[config.mk]
export PLATFORM = sky130hd
export DESIGN_NAME = hazard_forward_scheduler_flat
export DESIGN_NICKNAME = d
export VERILOG_FILES = /design/src/rtl/hazard_forward_scheduler_if.sv /design/src/rtl/hazard_forward_scheduler.sv /design/src/flat_wrapper.sv
export SDC_FILE = /design/constraint.sdc
export NUM_CORES = 1
export LEC_CHECK = 0
export BUFFER_PORTS_ARGS = -buffer_cell sky130_fd_sc_hd__buf_4
export CAP_MARGIN = 20
export CORE_AREA = 2 2 50 52
export DETAILED_ROUTE_END_ITERATION = 7
export DIE_AREA = 0 0 52 54
export PLACE_DENSITY = 0.77
export SYNTH_ARGS = -nofsm -noshare
export SYNTH_HDL_FRONTEND = slang
export SYNTH_SLANG_ARGS = --single-unit
[constraint.sdc]
create_clock -name CLK -period 2.2 [get_ports CLK]
set_clock_uncertainty 0.2 [all_clocks]
set_input_delay 0.11 -clock CLK [delete_from_list [all_inputs] [get_ports CLK]]
set_output_delay 0.11 -clock CLK [all_outputs]
set_load 0.1 [all_outputs]
[src/rtl/hazard_forward_scheduler_if.sv]
// rtl/hazard_forward_scheduler_if.sv - ID-stage hazard/forward scheduler pipeline interface
//
// Groups every pipeline-facing signal of hazard_forward_scheduler.
//   master : pipeline side (drives stage register fields, receives holds/bubbles/forward codes)
//   slave  : scheduler side
// Signal summary:
//   ID_RS1/ID_RS2, ID_RS1_USED/ID_RS2_USED : ID-stage source operands and their use flags
//   EX_RD, EX_WE, EX_MEMREAD               : EX-stage destination, write enable, load flag
//   EX_MUL_START, EX_DIV_START             : M-extension op entered EX this cycle
//   MEM_RD, MEM_WE                         : MEM-stage destination and write enable
//   FLUSH                                  : taken branch/jump resolved in EX
//   MEM_FORWARD_EN, WB_FORWARD_EN          : registered forward codes (bit0 = op1, bit1 = op2)
//   PC_HOLD, IFID_HOLD, IDEX_HOLD          : front-end / ID-EX freeze
//   IDEX_BUBBLE, EXMEM_BUBBLE              : NOP injection into ID-EX / EX-MEM
//   MULDIV_DONE                            : one-cycle M-extension result-valid pulse
interface hazard_forward_scheduler_if;
    logic [4:0] ID_RS1;
    logic [4:0] ID_RS2;
    logic       ID_RS1_USED;
    logic       ID_RS2_USED;
    logic [4:0] EX_RD;
    logic       EX_WE;
    logic       EX_MEMREAD;
    logic       EX_MUL_START;
    logic       EX_DIV_START;
    logic [4:0] MEM_RD;
    logic       MEM_WE;
    logic       FLUSH;
    logic [1:0] MEM_FORWARD_EN;
    logic [1:0] WB_FORWARD_EN;
    logic       PC_HOLD;
    logic       IFID_HOLD;
    logic       IDEX_HOLD;
    logic       IDEX_BUBBLE;
    logic       EXMEM_BUBBLE;
    logic       MULDIV_DONE;

    modport master (
        output ID_RS1, ID_RS2, ID_RS1_USED, ID_RS2_USED,
        output EX_RD, EX_WE, EX_MEMREAD, EX_MUL_START, EX_DIV_START,
        output MEM_RD, MEM_WE, FLUSH,
        input  MEM_FORWARD_EN, WB_FORWARD_EN,
        input  PC_HOLD, IFID_HOLD, IDEX_HOLD, IDEX_BUBBLE, EXMEM_BUBBLE, MULDIV_DONE
    );

    modport slave (
        input  ID_RS1, ID_RS2, ID_RS1_USED, ID_RS2_USED,
        input  EX_RD, EX_WE, EX_MEMREAD, EX_MUL_START, EX_DIV_START,
        input  MEM_RD, MEM_WE, FLUSH,
        output MEM_FORWARD_EN, WB_FORWARD_EN,
        output PC_HOLD, IFID_HOLD, IDEX_HOLD, IDEX_BUBBLE, EXMEM_BUBBLE, MULDIV_DONE
    );
endinterface

[src/rtl/hazard_forward_scheduler.sv]
// rtl/hazard_forward_scheduler.sv - RV32IM ID-stage hazard detection, forward-code and M-ext stall scheduler
//
// Ports:
//   CLK   : core clock
//   RESET : asynchronous active-low reset
//   hif   : hazard_forward_scheduler_if.slave (see interface file for the signal list)
// Parameters:
//   MUL_LATENCY : total EX-occupancy cycles of MUL/MULH/MULHSU/MULHU (>=1)
//   DIV_LATENCY : total EX-occupancy cycles of DIV/DIVU/REM/REMU (>=1)
//   CNT_W       : occupancy counter width, must hold max(MUL_LATENCY, DIV_LATENCY)
module hazard_forward_scheduler #(
    parameter int MUL_LATENCY = 2,
    parameter int DIV_LATENCY = 33,
    parameter int CNT_W       = 6
) (
    input logic                       CLK,
    input logic                       RESET,
    hazard_forward_scheduler_if.slave hif
);

    localparam logic [CNT_W-1:0] MUL_LAT = CNT_W'(MUL_LATENCY);
    localparam logic [CNT_W-1:0] DIV_LAT = CNT_W'(DIV_LATENCY);
    localparam logic [CNT_W-1:0] CNT_ONE = CNT_W'(1);

    typedef enum logic [1:0] {
        ST_IDLE = 2'd0,
        ST_BUSY = 2'd1,
        ST_DONE = 2'd2
    } state_t;

    state_t           state_q, state_d;
    logic [CNT_W-1:0] cnt_q, cnt_d;
    logic [CNT_W-1:0] lat_q, lat_d;
    logic [1:0]       mem_fwd_q, mem_fwd_d;
    logic [1:0]       wb_fwd_q, wb_fwd_d;

    logic             match_ex1, match_ex2;
    logic             match_mem1, match_mem2;
    logic             load_use;
    logic             mdu_start;
    logic [CNT_W-1:0] start_lat;
    logic             freeze;
    logic             lu_stall;
    logic             bubble;
    logic             done_pulse;

    // Register-address comparisons; x0 never produces a hazard.
    always_comb begin
        match_ex1  = hif.ID_RS1_USED && hif.EX_WE && (hif.EX_RD != 5'd0) && (hif.EX_RD == hif.ID_RS1);
        match_ex2  = hif.ID_RS2_USED && hif.EX_WE && (hif.EX_RD != 5'd0) && (hif.EX_RD == hif.ID_RS2);
        match_mem1 = hif.ID_RS1_USED && hif.MEM_WE && (hif.MEM_RD != 5'd0) && (hif.MEM_RD == hif.ID_RS1);
        match_mem2 = hif.ID_RS2_USED && hif.MEM_WE && (hif.MEM_RD != 5'd0) && (hif.MEM_RD == hif.ID_RS2);
        load_use   = hif.EX_MEMREAD && (match_ex1 || match_ex2);
        mdu_start  = hif.EX_DIV_START || hif.EX_MUL_START;
        // Divide takes precedence when both start strobes are set.
        start_lat  = hif.EX_DIV_START ? DIV_LAT : MUL_LAT;
    end

    always_comb begin
        state_d    = state_q;
        cnt_d      = cnt_q;
        lat_d      = lat_q;
        mem_fwd_d  = mem_fwd_q;
        wb_fwd_d   = wb_fwd_q;
        freeze     = 1'b0;
        lu_stall   = 1'b0;
        bubble     = 1'b0;
        done_pulse = 1'b0;

        case (state_q)
            ST_IDLE, ST_DONE: begin
                done_pulse = (state_q == ST_DONE);
                if (mdu_start) begin
                    // The counter is the number of occupancy cycles already spent;
                    // the start cycle itself is occupancy cycle 1.
                    lat_d = start_lat;
                    cnt_d = CNT_ONE;
                    if (start_lat <= CNT_ONE) begin
                        // Single-cycle op: result is ready next cycle, no stall.
                        state_d = ST_DONE;
                    end else begin
                        // Start cycle is stalled combinationally. A start seen in DONE
                        // chains straight into the next op, so it freezes here as well.
                        freeze  = 1'b1;
                        state_d = (CNT_ONE == (start_lat - CNT_ONE)) ? ST_DONE : ST_BUSY;
                    end
                end else begin
                    state_d = ST_IDLE;
                    cnt_d   = '0;
                end

                // Hazard handling only while the front end is free to advance;
                // codes do not move in DONE because operands were captured at issue.
                if ((state_q == ST_IDLE) && !freeze) begin
                    if (hif.FLUSH) begin
                        bubble    = 1'b1;
                        mem_fwd_d = 2'b00;
                        wb_fwd_d  = 2'b00;
                    end else if (load_use) begin
                        lu_stall  = 1'b1;
                        bubble    = 1'b1;
                        mem_fwd_d = 2'b00;
                        wb_fwd_d  = 2'b00;
                    end else begin
                        // A load in EX cannot forward from EX/MEM; the stall handles it.
                        mem_fwd_d = {match_ex2 && !hif.EX_MEMREAD, match_ex1 && !hif.EX_MEMREAD};
                        wb_fwd_d  = {match_mem2, match_mem1};
                    end
                end
            end

            ST_BUSY: begin
                freeze = 1'b1;
                cnt_d  = cnt_q + CNT_ONE;
                if (cnt_d == (lat_q - CNT_ONE)) begin
                    state_d = ST_DONE;
                end
            end

            default: begin
                state_d = ST_IDLE;
                cnt_d   = '0;
            end
        endcase
    end

    always_ff @(posedge CLK or negedge RESET) begin
        if (!RESET) begin
            state_q   <= ST_IDLE;
            cnt_q     <= '0;
            lat_q     <= '0;
            mem_fwd_q <= 2'b00;
            wb_fwd_q  <= 2'b00;
        end else begin
            state_q   <= state_d;
            cnt_q     <= cnt_d;
            lat_q     <= lat_d;
            mem_fwd_q <= mem_fwd_d;
            wb_fwd_q  <= wb_fwd_d;
        end
    end

    // Combinational controls are gated by RESET so every output drops
    // immediately when reset asserts, whatever the stage inputs show.
    assign hif.MEM_FORWARD_EN = mem_fwd_q;
    assign hif.WB_FORWARD_EN  = wb_fwd_q;
    assign hif.PC_HOLD        = RESET && (freeze || lu_stall);
    assign hif.IFID_HOLD      = RESET && (freeze || lu_stall);
    assign hif.IDEX_HOLD      = RESET && freeze;
    assign hif.IDEX_BUBBLE    = RESET && bubble;
    assign hif.EXMEM_BUBBLE   = RESET && freeze;
    assign hif.MULDIV_DONE    = RESET && done_pulse;

endmodule

[src/flat_wrapper.sv]
// flat-port wrapper written by rule: the top's interface ports become plain ports
module hazard_forward_scheduler_flat 
#(
    parameter int MUL_LATENCY = 2,
    parameter int DIV_LATENCY = 33,
    parameter int CNT_W       = 6
)
  (CLK, RESET, hif_ID_RS1, hif_ID_RS2, hif_ID_RS1_USED, hif_ID_RS2_USED, hif_EX_RD, hif_EX_WE, hif_EX_MEMREAD, hif_EX_MUL_START, hif_EX_DIV_START, hif_MEM_RD, hif_MEM_WE, hif_FLUSH, hif_MEM_FORWARD_EN, hif_WB_FORWARD_EN, hif_PC_HOLD, hif_IFID_HOLD, hif_IDEX_HOLD, hif_IDEX_BUBBLE, hif_EXMEM_BUBBLE, hif_MULDIV_DONE);
  hazard_forward_scheduler_if hif_i ();
  input logic CLK;
  input logic RESET;
  input wire logic [$bits(hif_i.ID_RS1)-1:0] hif_ID_RS1;
  input wire logic [$bits(hif_i.ID_RS2)-1:0] hif_ID_RS2;
  input wire logic [$bits(hif_i.ID_RS1_USED)-1:0] hif_ID_RS1_USED;
  input wire logic [$bits(hif_i.ID_RS2_USED)-1:0] hif_ID_RS2_USED;
  input wire logic [$bits(hif_i.EX_RD)-1:0] hif_EX_RD;
  input wire logic [$bits(hif_i.EX_WE)-1:0] hif_EX_WE;
  input wire logic [$bits(hif_i.EX_MEMREAD)-1:0] hif_EX_MEMREAD;
  input wire logic [$bits(hif_i.EX_MUL_START)-1:0] hif_EX_MUL_START;
  input wire logic [$bits(hif_i.EX_DIV_START)-1:0] hif_EX_DIV_START;
  input wire logic [$bits(hif_i.MEM_RD)-1:0] hif_MEM_RD;
  input wire logic [$bits(hif_i.MEM_WE)-1:0] hif_MEM_WE;
  input wire logic [$bits(hif_i.FLUSH)-1:0] hif_FLUSH;
  output wire logic [$bits(hif_i.MEM_FORWARD_EN)-1:0] hif_MEM_FORWARD_EN;
  output wire logic [$bits(hif_i.WB_FORWARD_EN)-1:0] hif_WB_FORWARD_EN;
  output wire logic [$bits(hif_i.PC_HOLD)-1:0] hif_PC_HOLD;
  output wire logic [$bits(hif_i.IFID_HOLD)-1:0] hif_IFID_HOLD;
  output wire logic [$bits(hif_i.IDEX_HOLD)-1:0] hif_IDEX_HOLD;
  output wire logic [$bits(hif_i.IDEX_BUBBLE)-1:0] hif_IDEX_BUBBLE;
  output wire logic [$bits(hif_i.EXMEM_BUBBLE)-1:0] hif_EXMEM_BUBBLE;
  output wire logic [$bits(hif_i.MULDIV_DONE)-1:0] hif_MULDIV_DONE;
  assign hif_i.ID_RS1 = hif_ID_RS1;
  assign hif_i.ID_RS2 = hif_ID_RS2;
  assign hif_i.ID_RS1_USED = hif_ID_RS1_USED;
  assign hif_i.ID_RS2_USED = hif_ID_RS2_USED;
  assign hif_i.EX_RD = hif_EX_RD;
  assign hif_i.EX_WE = hif_EX_WE;
  assign hif_i.EX_MEMREAD = hif_EX_MEMREAD;
  assign hif_i.EX_MUL_START = hif_EX_MUL_START;
  assign hif_i.EX_DIV_START = hif_EX_DIV_START;
  assign hif_i.MEM_RD = hif_MEM_RD;
  assign hif_i.MEM_WE = hif_MEM_WE;
  assign hif_i.FLUSH = hif_FLUSH;
  assign hif_MEM_FORWARD_EN = hif_i.MEM_FORWARD_EN;
  assign hif_WB_FORWARD_EN = hif_i.WB_FORWARD_EN;
  assign hif_PC_HOLD = hif_i.PC_HOLD;
  assign hif_IFID_HOLD = hif_i.IFID_HOLD;
  assign hif_IDEX_HOLD = hif_i.IDEX_HOLD;
  assign hif_IDEX_BUBBLE = hif_i.IDEX_BUBBLE;
  assign hif_EXMEM_BUBBLE = hif_i.EXMEM_BUBBLE;
  assign hif_MULDIV_DONE = hif_i.MULDIV_DONE;
  hazard_forward_scheduler #(.MUL_LATENCY(MUL_LATENCY), .DIV_LATENCY(DIV_LATENCY), .CNT_W(CNT_W)) u_core (.CLK(CLK), .RESET(RESET), .hif(hif_i));
endmodule
==> results of run 1 <==
==> routing by layer <==
metal  part of all wire (%)  track usage, %  vias up
met5                      0               0        -
met4                    1.7            9.65        0
met3                    5.5            2.50        6
met2                     51            39.2       45
met1                     41            25.6      497
li1                       -               -      516
==> worst max-delay path: stages (launching register included) <==
cell                       delay (ns)
sky130_fd_sc_hd__dfrtp_1         0.43
sky130_fd_sc_hd__or4_1           0.57
sky130_fd_sc_hd__clkinv_2        0.09
sky130_fd_sc_hd__a41o_4          0.21
sky130_fd_sc_hd__buf_4           0.28
==> area by class of cell <==
type                    count  share of cell area (%)
clock buffers               4                    2.34
flip-flops and latches     14                    22.6
well taps                  30                    2.42
multi-input cells          94                    43.2
repair buffers             54                    28.2
inverters                   5                    1.29
==> cell families (layout without fill, tap and decap cells) <==
family | after synthesis | after routing | share of synthesized area (%)
compound gates | 18 | 18 | 12.1
xor+xnor | 28 | 28 | 24.5
fa+ha+maj | 3 | 3 | 3.55
buf+inv | 11 | 63 | 4.84
flops | 14 | 14 | 33.1
simple gates | 45 | 45 | 22.0
==> through the flow <==
step / util, % / cells / hold slack [ns]
6_report: 66.9 / 201 / 0.00246
5_1_grt: 66.9 / 201 / 0.0350
4_1_cts: 66.9 / 201 / 0.00568
3_5_place_dp: 59.8 / 184 / -0.212
3_3_place_gp: 59.8 / 184 / -0.218
2_1_floorplan: - / 119 / -0.386
==> report_power, final <==
group | total (mW) | switching, mW | leakage (nW) | internal [mW]
registers | 0.393 | 0.0754 | 0.183 | 0.318
logic | 0.794 | 0.482 | 0.529 | 0.312
clock network | 0.193 | 0.0922 | 0.0210 | 0.101
total | 1.38 | 0.650 | 0.734 | 0.730
==> state kept, by name (all words and copies together) (netlist names) <==
name                       flops
u_core.cnt_q                   6
u_core.lat_q                   2
u_core.hif.WB_FORWARD_EN       2
u_core.state_q                 2
u_core.hif.MEM_FORWARD_EN      2
==> cell usage after synthesis (all sizes together) (2+ instances only) <==
cell,instances
nor2,9
xnor2,9
nand2b,2
inv,4
buf,3
nand2,13
nand3,2
xor2,18
o22ai,2
a41o,2
clkbuf,3
nand4,4
a21boi,2
or4,2
o21ai,7
ha,3
nor4,5
dfrtp,14
==> path summary, 6_finish.rpt <==
kind | from | end | slack [ns] | cells after the start
max | u_core.state_q[0] | hif_PC_HOLD | 0.01 | 4
min | RESET | u_core.cnt_q[5] | 0.002 | 2
max reg2reg | u_core.cnt_q[0] | u_core.state_q[0] | 0.30 | 5
min reg2reg | u_core.hif.MEM_FORWARD_EN[1] | u_core.hif.MEM_FORWARD_EN[1] | 0.30 | 2
max in group asynchronous | RESET | u_core.state_q[0] | 1.60 | 2
min in group CLK | hif_MEM_WE | u_core.hif.WB_FORWARD_EN[0] | 0.03 | 4
==> repair_timing <==
| action | 4_1_cts | 5_1_grt |
|---|---|---|
| endpoints found under the hold margin | 23 | 0 |
| hold buffers | 13 | 0 |
| endpoints found under the setup margin | 0 | 2 |
==> flow_summary.html, run 1 <==
<table>
<tr><th>Metric</th><th>Value</th></tr>
<tr><th colspan="2">Timing</th></tr>
<tr><td>Final Critical Period</td><td>2.19 ns</td></tr>
<tr><td>Max-slew violations</td><td>0</td></tr>
<tr><td>RSZ-0062 raised after global routing</td><td>true</td></tr>
<tr><td>Slew margin rel.</td><td>74.7%</td></tr>
<tr><td>Maximum clock rate</td><td>457 MHz</td></tr>
<tr><td>Hold violation count in the final report</td><td>0</td></tr>
<tr><td>Least-Margin Pin Slew</td><td>about 0.37 ns</td></tr>
<tr><td>Setup-violating endpoint count in the final report</td><td>0</td></tr>
<tr><td>Setup ws final</td><td>0.0130 ns</td></tr>
<tr><td>Total negative setup slack</td><td>0 ns</td></tr>
<tr><td>Ratio of final minimum period to clock period</td><td>99.4%</td></tr>
<tr><th colspan="2">Final layout</th></tr>
<tr><td>Seq. cell area</td><td>between 300 and 400 um^2</td></tr>
<tr><td>Final Net Count</td><td>205</td></tr>
<tr><td>Non-Filler Cell Area, Final</td><td>approximately 1600 um^2</td></tr>
<tr><td>Share of layout cells above drive strength 1</td><td>28.1%</td></tr>
<tr><td>P&amp;R area growth vs syn</td><td>46.7%</td></tr>
<tr><td>Most used cells in the layout excluding fill and tap cells</td><td>sky130_fd_sc_hd__buf_4, sky130_fd_sc_hd__xor2_1, sky130_fd_sc_hd__dfrtp_1, sky130_fd_sc_hd__nand2_1, sky130_fd_sc_hd__dlygate4sd3_1</td></tr>
<tr><td>Diodes inserted</td><td>0</td></tr>
<tr><td>Area of combinational cells with multiple inputs</td><td>between 600 and 700 um^2</td></tr>
<tr><td>Fill cell total of the finished layout</td><td>169</td></tr>
<tr><td>Most frequent standard cell in the layout excluding fill and tap cells</td><td>sky130_fd_sc_hd__buf_4</td></tr>
<tr><th colspan="2">Place</th></tr>
<tr><td>Placed inst area</td><td>1390 um^2</td></tr>
<tr><td>Final Wtd Congestion</td><td>0.794</td></tr>
<tr><td>Pre-CTS WS</td><td>0.153 ns</td></tr>
<tr><td>Count of port buffers added during placement</td><td>39</td></tr>
<tr><th colspan="2">Critical path</th></tr>
<tr><td>Critical path type</td><td>reg -&gt; out</td></tr>
<tr><td>Maximum fanout along the worst path</td><td>7</td></tr>
<tr><td>Crit path launch type</td><td>flop</td></tr>
<tr><td>Required arrival time at the worst endpoint</td><td>roughly 1.9 ns</td></tr>
<tr><td>Data arrival at the endpoint of the critical path</td><td>1.88 ns</td></tr>
<tr><td>Category of the worst setup path capture point</td><td>output pin</td></tr>
<tr><th colspan="2">Pwr</th></tr>
<tr><td>Static Leak</td><td>around 0.73 nW</td></tr>
<tr><td>Max rail drop VDD</td><td>997 uV</td></tr>
<tr><td>Total power</td><td>between 1 and 1.5 mW</td></tr>
<tr><td>Cell Pwr Density</td><td>889 nW/um^2</td></tr>
<tr><th colspan="2">Job</th></tr>
<tr><td>Max-Cap Viols</td><td>0</td></tr>
<tr><th colspan="2">Yosys</th></tr>
<tr><td>Number of standard cells after synthesis</td><td>119</td></tr>
<tr><td>Flip-flop and latch count after synthesis</td><td>14</td></tr>
<tr><td>Post-Synthesis Net Count</td><td>152</td></tr>
<tr><td>Synth top area cells</td><td>sky130_fd_sc_hd__dfrtp_1, sky130_fd_sc_hd__xor2_1, sky130_fd_sc_hd__xnor2_1, sky130_fd_sc_hd__nand2_1, sky130_fd_sc_hd__ha_1</td></tr>
<tr><td>Number of warnings printed during yosys synthesis</td><td>0</td></tr>
<tr><td>Average cell area after synthesis</td><td>8.90 um^2</td></tr>
<tr><td>Sequential fraction of the synthesis area</td><td>33.1%</td></tr>
<tr><td>Most common flop cell mapped by yosys</td><td>sky130_fd_sc_hd__dfrtp_1</td></tr>
<tr><td>Async S/R FF share, synth</td><td>100%</td></tr>
<tr><td>Dominant cell type by area after synthesis</td><td>sky130_fd_sc_hd__dfrtp_1</td></tr>
<tr><td>Number of enable-type register cells in the synthesized netlist</td><td>0</td></tr>
<tr><td>Fraction of synthesized cell area taken by the top area cell type</td><td>33.1%</td></tr>
<tr><td>Synthesized area</td><td>1060 um^2</td></tr>
<tr><td>Number of distinct library cells after synthesis</td><td>36</td></tr>
<tr><th colspan="2">Floorplanning</th></tr>
<tr><td>Width of the chip</td><td>52 um</td></tr>
<tr><td>Die Y-Extent</td><td>between 50 and 60 um</td></tr>
<tr><td>Area of the die</td><td>around 2800 um^2</td></tr>
<tr><td>Placement row count</td><td>18</td></tr>
<tr><td>Number of I/O pins</td><td>40</td></tr>
<tr><td>Core region area</td><td>between 2000 and 2500 um^2</td></tr>
<tr><td>Starting Density</td><td>45.6%</td></tr>
<tr><th colspan="2">Drt</th></tr>
<tr><td>Number of vias after detailed routing</td><td>1064</td></tr>
<tr><td>First drt pass iteration count</td><td>4</td></tr>
<tr><td>DRT Wirelength</td><td>2760 um</td></tr>
<tr><td>Average via count per standard cell</td><td>between 5 and 6</td></tr>
<tr><td>Number of remaining DRC errors</td><td>0</td></tr>
<tr><td>Iter 0 DRT Violations</td><td>17</td></tr>
<tr><td>Routed length per placed instance</td><td>13.7 um</td></tr>
<tr><td>Remaining antenna violation count</td><td>0</td></tr>
<tr><th colspan="2">Outcome</th></tr>
<tr><td>Run status</td><td>completed</td></tr>
<tr><th colspan="2">Global route</th></tr>
<tr><td>Pin count of the biggest net entering global routing</td><td>19</td></tr>
<tr><td>Overall routing resource usage</td><td>between 20% and 30%</td></tr>
<tr><td>Initial antenna violation count</td><td>0</td></tr>
<tr><td>Grt total ovfl</td><td>0</td></tr>
<tr><td>Number of global-route vias before repair</td><td>between 1000 and 1500</td></tr>
<tr><td>Wire length of the first global-routing pass</td><td>about 4400 um</td></tr>
<tr><th colspan="2">Clock tree</th></tr>
<tr><td>CTS tree</td><td>built</td></tr>
<tr><td>Cts bufs inserted</td><td>3</td></tr>
<tr><td>Clock-pin slew on the worst setup and hold paths</td><td>approximately 0.09 ns</td></tr>
<tr><td>Clock latency at the later pin of the worst-skew pair</td><td>0.29 ns</td></tr>
<tr><td>Post-CTS Setup Repair Bufs</td><td>0</td></tr>
<tr><td>Post-cts gate resize count</td><td>0</td></tr>
<tr><td>Clk sinks</td><td>14</td></tr>
<tr><td>Maximum clock insertion buffer count</td><td>2</td></tr>
<tr><td>Total number of H-tree levels</td><td>1</td></tr>
<tr><td>Root cell of the clock tree</td><td>sky130_fd_sc_hd__clkbuf_4</td></tr>
<tr><th colspan="2">Worst hold path</th></tr>
<tr><td>Worst hold path class</td><td>in -&gt; async</td></tr>
</table>
No activity file was read; power rests on OpenSTA's default activity.
==> run 2: changes to the inputs <==
Settings changed: CORE_AREA 2 2 50 52 to 2 2 53 55, DIE_AREA 0 0 52 54 to 0 0 55 57, PLACE_DENSITY 0.77 to 0.72.
Clock period 2.2 ns to 1.8 ns, I/O delays scaled along.
==> flow_summary.html, run 2 (synthesis gave the netlist of run 1 again) <==
<table>
<tr><th>Metric</th><th>Value</th></tr>
<tr><th colspan="2">Final layout</th></tr>
<tr><td>Flip-flop count of the largest register, all copies and words added</td><td>6 (unchanged)</td></tr>
<tr><td>Diodes inserted</td><td>0 (unchanged)</td></tr>
<tr><td>Non-Filler Cell Area, Final</td><td>1840 um^2 (was 1550 um^2)</td></tr>
<tr><td>Final Net Count</td><td>229 (was 205)</td></tr>
<tr><td>Register containing the most flip-flops in the final layout</td><td>u_core.cnt_q (unchanged)</td></tr>
<tr><td>P&amp;R area growth vs syn</td><td>74.2% (was 46.7%)</td></tr>
<tr><td>Most used cells in the layout excluding fill and tap cells</td><td>sky130_fd_sc_hd__buf_4, sky130_fd_sc_hd__xor2_1, sky130_fd_sc_hd__nand2_1, sky130_fd_sc_hd__dfrtp_1, sky130_fd_sc_hd__dlygate4sd3_1 (was sky130_fd_sc_hd__buf_4, sky130_fd_sc_hd__xor2_1, sky130_fd_sc_hd__dfrtp_1, sky130_fd_sc_hd__nand2_1, sky130_fd_sc_hd__dlygate4sd3_1)</td></tr>
<tr><td>Most frequent standard cell in the layout excluding fill and tap cells</td><td>sky130_fd_sc_hd__buf_4 (unchanged)</td></tr>
<tr><td>Count of placed standard cells in the final layout, fillers left out</td><td>225 (was 201)</td></tr>
<tr><td>Share of layout cells above drive strength 1</td><td>44.3% (was 28.1%)</td></tr>
<tr><td>Final design utilization</td><td>70.5% (was 66.9%)</td></tr>
<tr><th colspan="2">Critical path</th></tr>
<tr><td>Reg2reg end</td><td>u_core.hif.MEM_FORWARD_EN[0] (was u_core.state_q[0])</td></tr>
<tr><td>R2R setup slack</td><td>-0.10 ns (was 0.30 ns)</td></tr>
<tr><td>Critical path type</td><td>reg -&gt; out (unchanged)</td></tr>
<tr><td>Crit path launch type</td><td>flop (unchanged)</td></tr>
<tr><td>Maximum single-stage delay on the critical path</td><td>0.52 ns (was 0.57 ns)</td></tr>
<tr><td>Required arrival time at the worst endpoint</td><td>1.51 ns (was 1.89 ns)</td></tr>
<tr><td>Worst path slowest cell</td><td>sky130_fd_sc_hd__or4_4 (was sky130_fd_sc_hd__or4_1)</td></tr>
<tr><td>Category of the worst setup path capture point</td><td>output pin (unchanged)</td></tr>
<tr><td>Source of the critical timing path</td><td>u_core.state_q[0] (unchanged)</td></tr>
<tr><td>Stages on worst setup path</td><td>4 (unchanged)</td></tr>
<tr><td>Reg2reg path depth</td><td>5 (unchanged)</td></tr>
<tr><td>Top cell family by delay on the critical path</td><td>simple AND/OR/NAND/NOR gates (unchanged)</td></tr>
<tr><td>Maximum fanout along the worst path</td><td>3 (was 7)</td></tr>
<tr><td>Launch point of the worst reg-to-reg path</td><td>u_core.state_q[0] (was u_core.cnt_q[0])</td></tr>
<tr><td>Data arrival at the endpoint of the critical path</td><td>1.67 ns (was 1.88 ns)</td></tr>
<tr><td>Number of buffers and inverters on the critical path</td><td>2 (unchanged)</td></tr>
<tr><td>Series of cell instances along the critical path</td><td>or4_4 -&gt; clkinv_4 -&gt; a41o_4 -&gt; buf_12 (was or4_1 -&gt; clkinv_2 -&gt; a41o_4 -&gt; buf_4)</td></tr>
<tr><td>Crit path capture</td><td>hif_PC_HOLD (unchanged)</td></tr>
<tr><th colspan="2">Timing</th></tr>
<tr><td>Setup-violating endpoint count in the final report</td><td>7 (was 0)</td></tr>
<tr><td>Ratio of final minimum period to clock period</td><td>109%</td></tr>
<tr><td>Least-Margin Pin Slew</td><td>0.360 ns (was 0.374 ns)</td></tr>
<tr><td>Final Critical Period</td><td>1.96 ns</td></tr>
<tr><td>Max-slew violations</td><td>0 (unchanged)</td></tr>
<tr><td>Total negative setup slack</td><td>-0.762 ns (was 0 ns)</td></tr>
<tr><td>RSZ-0062 raised after global routing</td><td>true (unchanged)</td></tr>
<tr><td>Hold violation count in the final report</td><td>0 (unchanged)</td></tr>
<tr><td>Maximum clock rate</td><td>511 MHz</td></tr>
<tr><td>Slew margin rel.</td><td>75.8% (was 74.7%)</td></tr>
<tr><td>Setup ws final</td><td>-0.157 ns (was 0.0130 ns)</td></tr>
<tr><th colspan="2">Drt</th></tr>
<tr><td>First drt pass iteration count</td><td>4 (unchanged)</td></tr>
<tr><td>Remaining antenna violation count</td><td>0 (unchanged)</td></tr>
<tr><td>Number of vias after detailed routing</td><td>1168 (was 1064)</td></tr>
<tr><td>Average via count per standard cell</td><td>5.19 (was 5.29)</td></tr>
<tr><td>Iter 0 DRT Violations</td><td>12 (was 17)</td></tr>
<tr><td>DRT Wirelength</td><td>3200 um (was 2760 um)</td></tr>
<tr><td>Routed length per placed instance</td><td>14.2 um (was 13.7 um)</td></tr>
<tr><td>Number of remaining DRC errors</td><td>0 (unchanged)</td></tr>
<tr><th colspan="2">Place</th></tr>
<tr><td>Final Wtd Congestion</td><td>0.809 (was 0.794)</td></tr>
<tr><td>Post-Place Cells</td><td>201 (was 184)</td></tr>
<tr><td>Count of port buffers added during placement</td><td>39 (unchanged)</td></tr>
<tr><td>Placed inst area</td><td>1510 um^2 (was 1390 um^2)</td></tr>
<tr><td>DP HPWL</td><td>roughly 2300 um</td></tr>
<tr><th colspan="2">Worst hold path</th></tr>
<tr><td>Worst hold path class</td><td>in -&gt; async (unchanged)</td></tr>
<tr><th colspan="2">Floorplanning</th></tr>
<tr><td>Starting Density</td><td>40.5% (was 45.6%)</td></tr>
<tr><td>Area of the die</td><td>3140 um^2 (was 2810 um^2)</td></tr>
<tr><td>Placement row count</td><td>19 (was 18)</td></tr>
<tr><td>Number of I/O pins</td><td>40 (unchanged)</td></tr>
<tr><td>Die Y-Extent</td><td>57 um (was 54 um)</td></tr>
<tr><td>Core region area</td><td>2620 um^2 (was 2320 um^2)</td></tr>
<tr><td>Width of the chip</td><td>55 um (was 52 um)</td></tr>
<tr><th colspan="2">Job</th></tr>
<tr><td>Max-Cap Viols</td><td>0 (unchanged)</td></tr>
<tr><th colspan="2">Global route</th></tr>
<tr><td>Pin count of the biggest net entering global routing</td><td>19 (unchanged)</td></tr>
<tr><td>Grt total ovfl</td><td>0 (unchanged)</td></tr>
<tr><td>Initial antenna violation count</td><td>0 (unchanged)</td></tr>
<tr><td>Overall routing resource usage</td><td>21.5% (was 21.7%)</td></tr>
<tr><td>Number of global-route vias before repair</td><td>1180 (was 1041)</td></tr>
<tr><td>Wire length of the first global-routing pass</td><td>4930 um (was 4440 um)</td></tr>
<tr><th colspan="2">Clock tree</th></tr>
<tr><td>Cts bufs inserted</td><td>3 (unchanged)</td></tr>
<tr><td>Clock latency at the later pin of the worst-skew pair</td><td>0.27 ns (was 0.29 ns)</td></tr>
<tr><td>Maximum clock insertion buffer count</td><td>2 (unchanged)</td></tr>
<tr><td>Total number of H-tree levels</td><td>1 (unchanged)</td></tr>
<tr><td>CTS tree</td><td>built (unchanged)</td></tr>
<tr><td>Root cell of the clock tree</td><td>sky130_fd_sc_hd__clkbuf_4 (unchanged)</td></tr>
<tr><td>Clock-pin slew on the worst setup and hold paths</td><td>0.08 ns (was 0.09 ns)</td></tr>
<tr><td>Clk sinks</td><td>14 (unchanged)</td></tr>
<tr><th colspan="2">Pwr</th></tr>
<tr><td>Static Leak</td><td>0.867 nW (was 0.734 nW)</td></tr>
<tr><td>Total power</td><td>1.99 mW (was 1.38 mW)</td></tr>
<tr><td>Max rail drop VDD</td><td>1120 uV (was 997 uV)</td></tr>
<tr><td>Cell Pwr Density</td><td>1080 nW/um^2 (was 889 nW/um^2)</td></tr>
<tr><th colspan="2">Outcome</th></tr>
<tr><td>Violations in the final reports</td><td>negative setup slack</td></tr>
<tr><td>Run status</td><td>finished, violations left (was completed)</td></tr>
</table>
-- run 2: cell count changes in the layout (fill, tap and decap cells not counted), moves of 2 or more --
cell,before,now
sky130_fd_sc_hd__buf_4,41,60
sky130_fd_sc_hd__buf_12,0,5
sky130_fd_sc_hd__buf_6,0,2
sky130_fd_sc_hd__dfrtp_1,14,12
sky130_fd_sc_hd__dfrtp_2,0,2
sky130_fd_sc_hd__dlygate4sd3_1,13,11
sky130_fd_sc_hd__ha_1,3,1
sky130_fd_sc_hd__o21ai_0,2,0
sky130_fd_sc_hd__o21ai_2,0,2
-- run 2: routing by layer --
metal  track usage, %  part of all wire, %
met4             10.8                  2.0
met5                0                    0
met3             1.83                  3.8
met2             38.4                   56
met1             24.6                   38
-- run 2: repair_timing --
item                                    in CTS  in global routing
pin swaps                                    5                  5
endpoints found under the hold margin       23                  1
endpoints found under the setup margin       6                 11
gates resized for setup                     15                 17
hold buffers                                10                  1
setup buffers                                3                  7
-- run 2: cell type report --
cell class,instances,area (um^2)
clock buffers,3,22.5
well taps,31,38.8
fillers,211,771
multi-input cells,94,723
flip-flops and latches,14,353
repair buffers,78,683
inverters,5,23.8
-- run 2: where the power goes --
part / switching, mW / internal, mW
Clock: 0.0938 / 0.0774
Sequential: 0.0760 / 0.392
Combinational: 0.699 / 0.654
Total: 0.869 / 1.12
-- run 2: per-stage QoR --
stage | worst slack, ns | hold slack [ns]
after floorplan | -0.236 | -0.406
after CTS | -0.166 | -0.149
final | -0.157 | 0.0118
after global routing | -0.205 | 0.0163
after detailed placement | -0.0792 | -0.235
after global placement | -0.0626 | -0.237
-- run 2: worst min path at each step --
stage                          start                 to  slack [ns]
floorplan                      RESET    u_core.cnt_q[0]       -0.41
global placement               RESET    u_core.cnt_q[5]       -0.24
detailed placement             RESET    u_core.cnt_q[5]       -0.23
CTS                 hif_EX_DIV_START  u_core.state_q[1]       -0.15
global route                   RESET    u_core.cnt_q[5]        0.02
finish                         RESET    u_core.lat_q[0]        0.01
==> run 3: changes to the inputs <==
--- a/config.mk
+++ b/config.mk
@@ -7,8 +7,7 @@
 export LEC_CHECK = 0
-export BUFFER_PORTS_ARGS = -buffer_cell sky130_fd_sc_hd__buf_4
 export CAP_MARGIN = 20
-export CORE_AREA = 2 2 53 55
+export CORE_AREA = 2 2 50 52
 export DETAILED_ROUTE_END_ITERATION = 7
-export DIE_AREA = 0 0 55 57
-export PLACE_DENSITY = 0.72
+export DIE_AREA = 0 0 52 54
+export DONT_BUFFER_PORTS = 1
 export SYNTH_ARGS = -nofsm -noshare
--- a/constraint.sdc
+++ b/constraint.sdc
@@ -4,2 +4,2 @@
 set_output_delay 0.09 -clock CLK [all_outputs]
-set_load 0.1 [all_outputs]
+set_load 0.01 [all_outputs]
==> flow_summary.html, run 3 (synthesis gave the netlist of run 1 again) <==
<table>
<tr><th>Metric</th><th>Value</th></tr>
<tr><th colspan="2">Outcome</th></tr>
<tr><td>Run status</td><td>finished, violations left (unchanged)</td></tr>
<tr><td>Violations in the final reports</td><td>negative hold slack, negative setup slack (was negative setup slack)</td></tr>
<tr><th colspan="2">Pwr</th></tr>
<tr><td>Relative contribution of the clock network to total power</td><td>12.6% (was 8.6%)</td></tr>
<tr><td>Flop pwr share</td><td>29.8% (was 23.5%)</td></tr>
<tr><td>Combinational Power Share</td><td>57.6% (was 67.9%)</td></tr>
<tr><td>Max rail drop VDD</td><td>1020 uV (was 1120 uV)</td></tr>
<tr><td>Switching component of the power</td><td>579 uW (was 869 uW)</td></tr>
<tr><td>Cell Pwr Density</td><td>1010 nW/um^2 (was 1080 nW/um^2)</td></tr>
<tr><td>Static Leak</td><td>0.633 nW (was 0.867 nW)</td></tr>
<tr><td>Internal power</td><td>916 uW (was 1.12 mW)</td></tr>
<tr><td>Switching portion of total power</td><td>38.7% (was 43.6%)</td></tr>
<tr><th colspan="2">Worst hold path</th></tr>
<tr><td>Depth of the worst hold-timing path</td><td>1</td></tr>
<tr><td>Start point of the worst min-delay path</td><td>hif_EX_DIV_START</td></tr>
<tr><td>Hold path endpoint</td><td>u_core.state_q[1]</td></tr>
<tr><td>Worst hold path class</td><td>in -&gt; reg (was in -&gt; async)</td></tr>
<tr><th colspan="2">Global route</th></tr>
<tr><td>Grt total ovfl</td><td>0 (unchanged)</td></tr>
<tr><td>Overall routing resource usage</td><td>25.0% (was 21.5%)</td></tr>
<tr><td>Pin count of the biggest net entering global routing</td><td>15 (was 19)</td></tr>
<tr><td>Initial antenna violation count</td><td>0 (unchanged)</td></tr>
<tr><td>Wire length of the first global-routing pass</td><td>5050 um (was 4930 um)</td></tr>
<tr><td>Number of global-route vias before repair</td><td>1135 (was 1180)</td></tr>
<tr><th colspan="2">Timing</th></tr>
<tr><td>Max-slew violations</td><td>0 (unchanged)</td></tr>
<tr><td>Hold Worst Slack</td><td>-0.284 ns (was 0.0118 ns)</td></tr>
<tr><td>Final Critical Period</td><td>1.80 ns (was 1.96 ns)</td></tr>
<tr><td>Least-Margin Pin Slew</td><td>0.672 ns (was 0.360 ns)</td></tr>
<tr><td>Hold violation count in the final report</td><td>3 (was 0)</td></tr>
<tr><td>Ratio of final minimum period to clock period</td><td>100% (was 109%)</td></tr>
<tr><td>Total negative setup slack</td><td>-0.00928 ns (was -0.762 ns)</td></tr>
<tr><td>Setup ws final</td><td>-0.00464 ns (was -0.157 ns)</td></tr>
<tr><td>Setup-violating endpoint count in the final report</td><td>2 (was 7)</td></tr>
<tr><td>Slew margin rel.</td><td>55.0% (was 75.8%)</td></tr>
<tr><td>RSZ-0062 raised after global routing</td><td>true (unchanged)</td></tr>
<tr><td>Maximum clock rate</td><td>554 MHz (was 511 MHz)</td></tr>
<tr><th colspan="2">Place</th></tr>
<tr><td>DP HPWL</td><td>1850 um (was 2300 um)</td></tr>
<tr><td>Count of port buffers added during placement</td><td>0 (was 39)</td></tr>
<tr><td>Post-Place Cells</td><td>151 (was 201)</td></tr>
<tr><td>Final Wtd Congestion</td><td>0.741 (was 0.809)</td></tr>
<tr><th colspan="2">Clock tree</th></tr>
<tr><td>Maximum clock insertion buffer count</td><td>2 (unchanged)</td></tr>
<tr><td>CTS tree</td><td>built (unchanged)</td></tr>
<tr><td>Clock-pin slew on the worst setup and hold paths</td><td>0.09 ns (was 0.08 ns)</td></tr>
<tr><td>Clock latency at the later pin of the worst-skew pair</td><td>0.29 ns (was 0.27 ns)</td></tr>
<tr><td>Root cell of the clock tree</td><td>sky130_fd_sc_hd__clkbuf_4 (unchanged)</td></tr>
<tr><td>CTS Hold Buffers Added</td><td>26 (was 10)</td></tr>
<tr><td>Cts bufs inserted</td><td>3 (unchanged)</td></tr>
<tr><td>Total number of H-tree levels</td><td>1 (unchanged)</td></tr>
<tr><td>Clk sinks</td><td>14 (unchanged)</td></tr>
<tr><th colspan="2">Final layout</th></tr>
<tr><td>Diodes inserted</td><td>0 (unchanged)</td></tr>
<tr><td>Most used cells in the layout excluding fill and tap cells</td><td>sky130_fd_sc_hd__dlygate4sd3_1, sky130_fd_sc_hd__xor2_1, sky130_fd_sc_hd__dfrtp_1, sky130_fd_sc_hd__nand2_1, sky130_fd_sc_hd__buf_4 (was sky130_fd_sc_hd__buf_4, sky130_fd_sc_hd__xor2_1, sky130_fd_sc_hd__nand2_1, sky130_fd_sc_hd__dfrtp_1, sky130_fd_sc_hd__dlygate4sd3_1)</td></tr>
<tr><td>Most frequent standard cell in the layout excluding fill and tap cells</td><td>sky130_fd_sc_hd__dlygate4sd3_1 (was sky130_fd_sc_hd__buf_4)</td></tr>
<tr><td>P&amp;R area growth vs syn</td><td>40.5% (was 74.2%)</td></tr>
<tr><td>Register containing the most flip-flops in the final layout</td><td>u_core.cnt_q (unchanged)</td></tr>
<tr><td>Final Net Count</td><td>188 (was 229)</td></tr>
<tr><td>Flip-flop count of the largest register, all copies and words added</td><td>6 (unchanged)</td></tr>
<tr><td>Count of placed standard cells in the final layout, fillers left out</td><td>183 (was 225)</td></tr>
<tr><td>Share of layout cells above drive strength 1</td><td>17.0% (was 44.3%)</td></tr>
<tr><th colspan="2">Critical path</th></tr>
<tr><td>Crit path launch type</td><td>flop (unchanged)</td></tr>
<tr><td>Reg2reg end</td><td>u_core.hif.WB_FORWARD_EN[1] (was u_core.hif.MEM_FORWARD_EN[0])</td></tr>
<tr><td>Launch point of the worst reg-to-reg path</td><td>u_core.state_q[0] (unchanged)</td></tr>
<tr><td>Required arrival time at the worst endpoint</td><td>1.51 ns (about the same)</td></tr>
<tr><td>Category of the worst setup path capture point</td><td>output pin (unchanged)</td></tr>
<tr><td>R2R setup slack</td><td>0.07 ns (was -0.10 ns)</td></tr>
<tr><td>Critical path type</td><td>reg -&gt; out (unchanged)</td></tr>
<tr><td>Reg2reg path depth</td><td>5 (unchanged)</td></tr>
<tr><td>Maximum fanout along the worst path</td><td>3 (unchanged)</td></tr>
<tr><td>Data arrival at the endpoint of the critical path</td><td>1.51 ns (was 1.67 ns)</td></tr>
<tr><th colspan="2">Floorplanning</th></tr>
<tr><td>Placement row count</td><td>18 (was 19)</td></tr>
<tr><td>Number of I/O pins</td><td>40 (unchanged)</td></tr>
<tr><td>Core region area</td><td>2320 um^2 (was 2620 um^2)</td></tr>
<tr><td>Width of the chip</td><td>52 um (was 55 um)</td></tr>
<tr><td>Starting Density</td><td>45.6% (was 40.5%)</td></tr>
<tr><td>Area of the die</td><td>2810 um^2 (was 3140 um^2)</td></tr>
<tr><td>Die Y-Extent</td><td>54 um (was 57 um)</td></tr>
<tr><th colspan="2">Drt</th></tr>
<tr><td>Number of remaining DRC errors</td><td>0 (unchanged)</td></tr>
<tr><td>First drt pass iteration count</td><td>4 (unchanged)</td></tr>
<tr><td>Routed length per placed instance</td><td>18.0 um (was 14.2 um)</td></tr>
<tr><td>Number of vias after detailed routing</td><td>1063 (was 1168)</td></tr>
<tr><td>Average via count per standard cell</td><td>5.81 (was 5.19)</td></tr>
<tr><td>DRT Wirelength</td><td>3300 um (was 3200 um)</td></tr>
<tr><td>Remaining antenna violation count</td><td>0 (unchanged)</td></tr>
<tr><td>Iter 0 DRT Violations</td><td>46 (was 12)</td></tr>
<tr><th colspan="2">Job</th></tr>
<tr><td>Max-Cap Viols</td><td>0 (unchanged)</td></tr>
</table>
-- run 3: what timing repair did --
item / 4_1_cts / 5_1_grt
gates resized for setup: 3 / 12
hold endpoints to repair: 23 / 3
setup endpoints to repair: 7 / 8
pin swaps: 2 / 6
setup buffers: 2 / 1
-- run 3: how the worst max path moves through the flow --
| stage | start | to | slack [ns] |
|---|---|---|---|
| after global placement | u_core.state_q[1] | u_core.hif.WB_FORWARD_EN[1] | 0.02 |
| after global routing | u_core.state_q[0] | hif_IFID_HOLD | -0.05 |
| after floorplan | u_core.state_q[0] | hif_PC_HOLD | 0.01 |
| after CTS | u_core.state_q[0] | hif_IFID_HOLD | -0.03 |
| final | u_core.state_q[0] | hif_PC_HOLD | -0.005 |
| after detailed placement | u_core.state_q[1] | u_core.hif.WB_FORWARD_EN[1] | -0.08 |
-- run 3: per-layer routing --
metal	GRT usage (%)	vias to the layer above	part of all wire, %
li1	-	484	-
met1	28.4	515	39
met2	44.9	50	52
met3	7.50	14	6.9
met4	7.46	0	2.5
met5	0	-	0
-- run 3: critical path, cell delays in order, from the launching register on --
cell,delay (ns)
sky130_fd_sc_hd__dfrtp_1,0.38
sky130_fd_sc_hd__or4_4,0.52
sky130_fd_sc_hd__clkinv_4,0.08
sky130_fd_sc_hd__a41o_4,0.24
-- run 3: power by group through the flow --
stage               logic [mW]  clock network (mW)  registers, mW
global placement         0.661                   0          0.445
detailed placement       0.672                   0          0.448
finish                   0.861               0.189          0.445
floorplan                0.483                   0          0.454
CTS                      0.768               0.188          0.443
global route             0.943               0.209          0.455
-- run 3: layout make-up --
| type | count | area (um^2) |
|---|---|---|
| flip-flops and latches | 14 | 350 |
| inverters | 5 | 23.8 |
| multi-input cells | 94 | 711 |
| well taps | 30 | 37.5 |
| fillers | 174 | 832 |
| clock buffers | 3 | 22.5 |
| repair buffers | 37 | 343 |
-- run 3: through the flow --
step	area (um^2)	worst slack [ns]	power, mW	util [%]
final	1490	-0.00464	1.50	64.1
after global routing	1490	-0.0491	1.61	64.1
after CTS	1440	-0.0262	1.40	62.1
after detailed placement	1120	-0.0779	1.12	48.5
after global placement	1120	0.0202	1.11	48.5
after floorplan	1060	0.0142	0.937	-
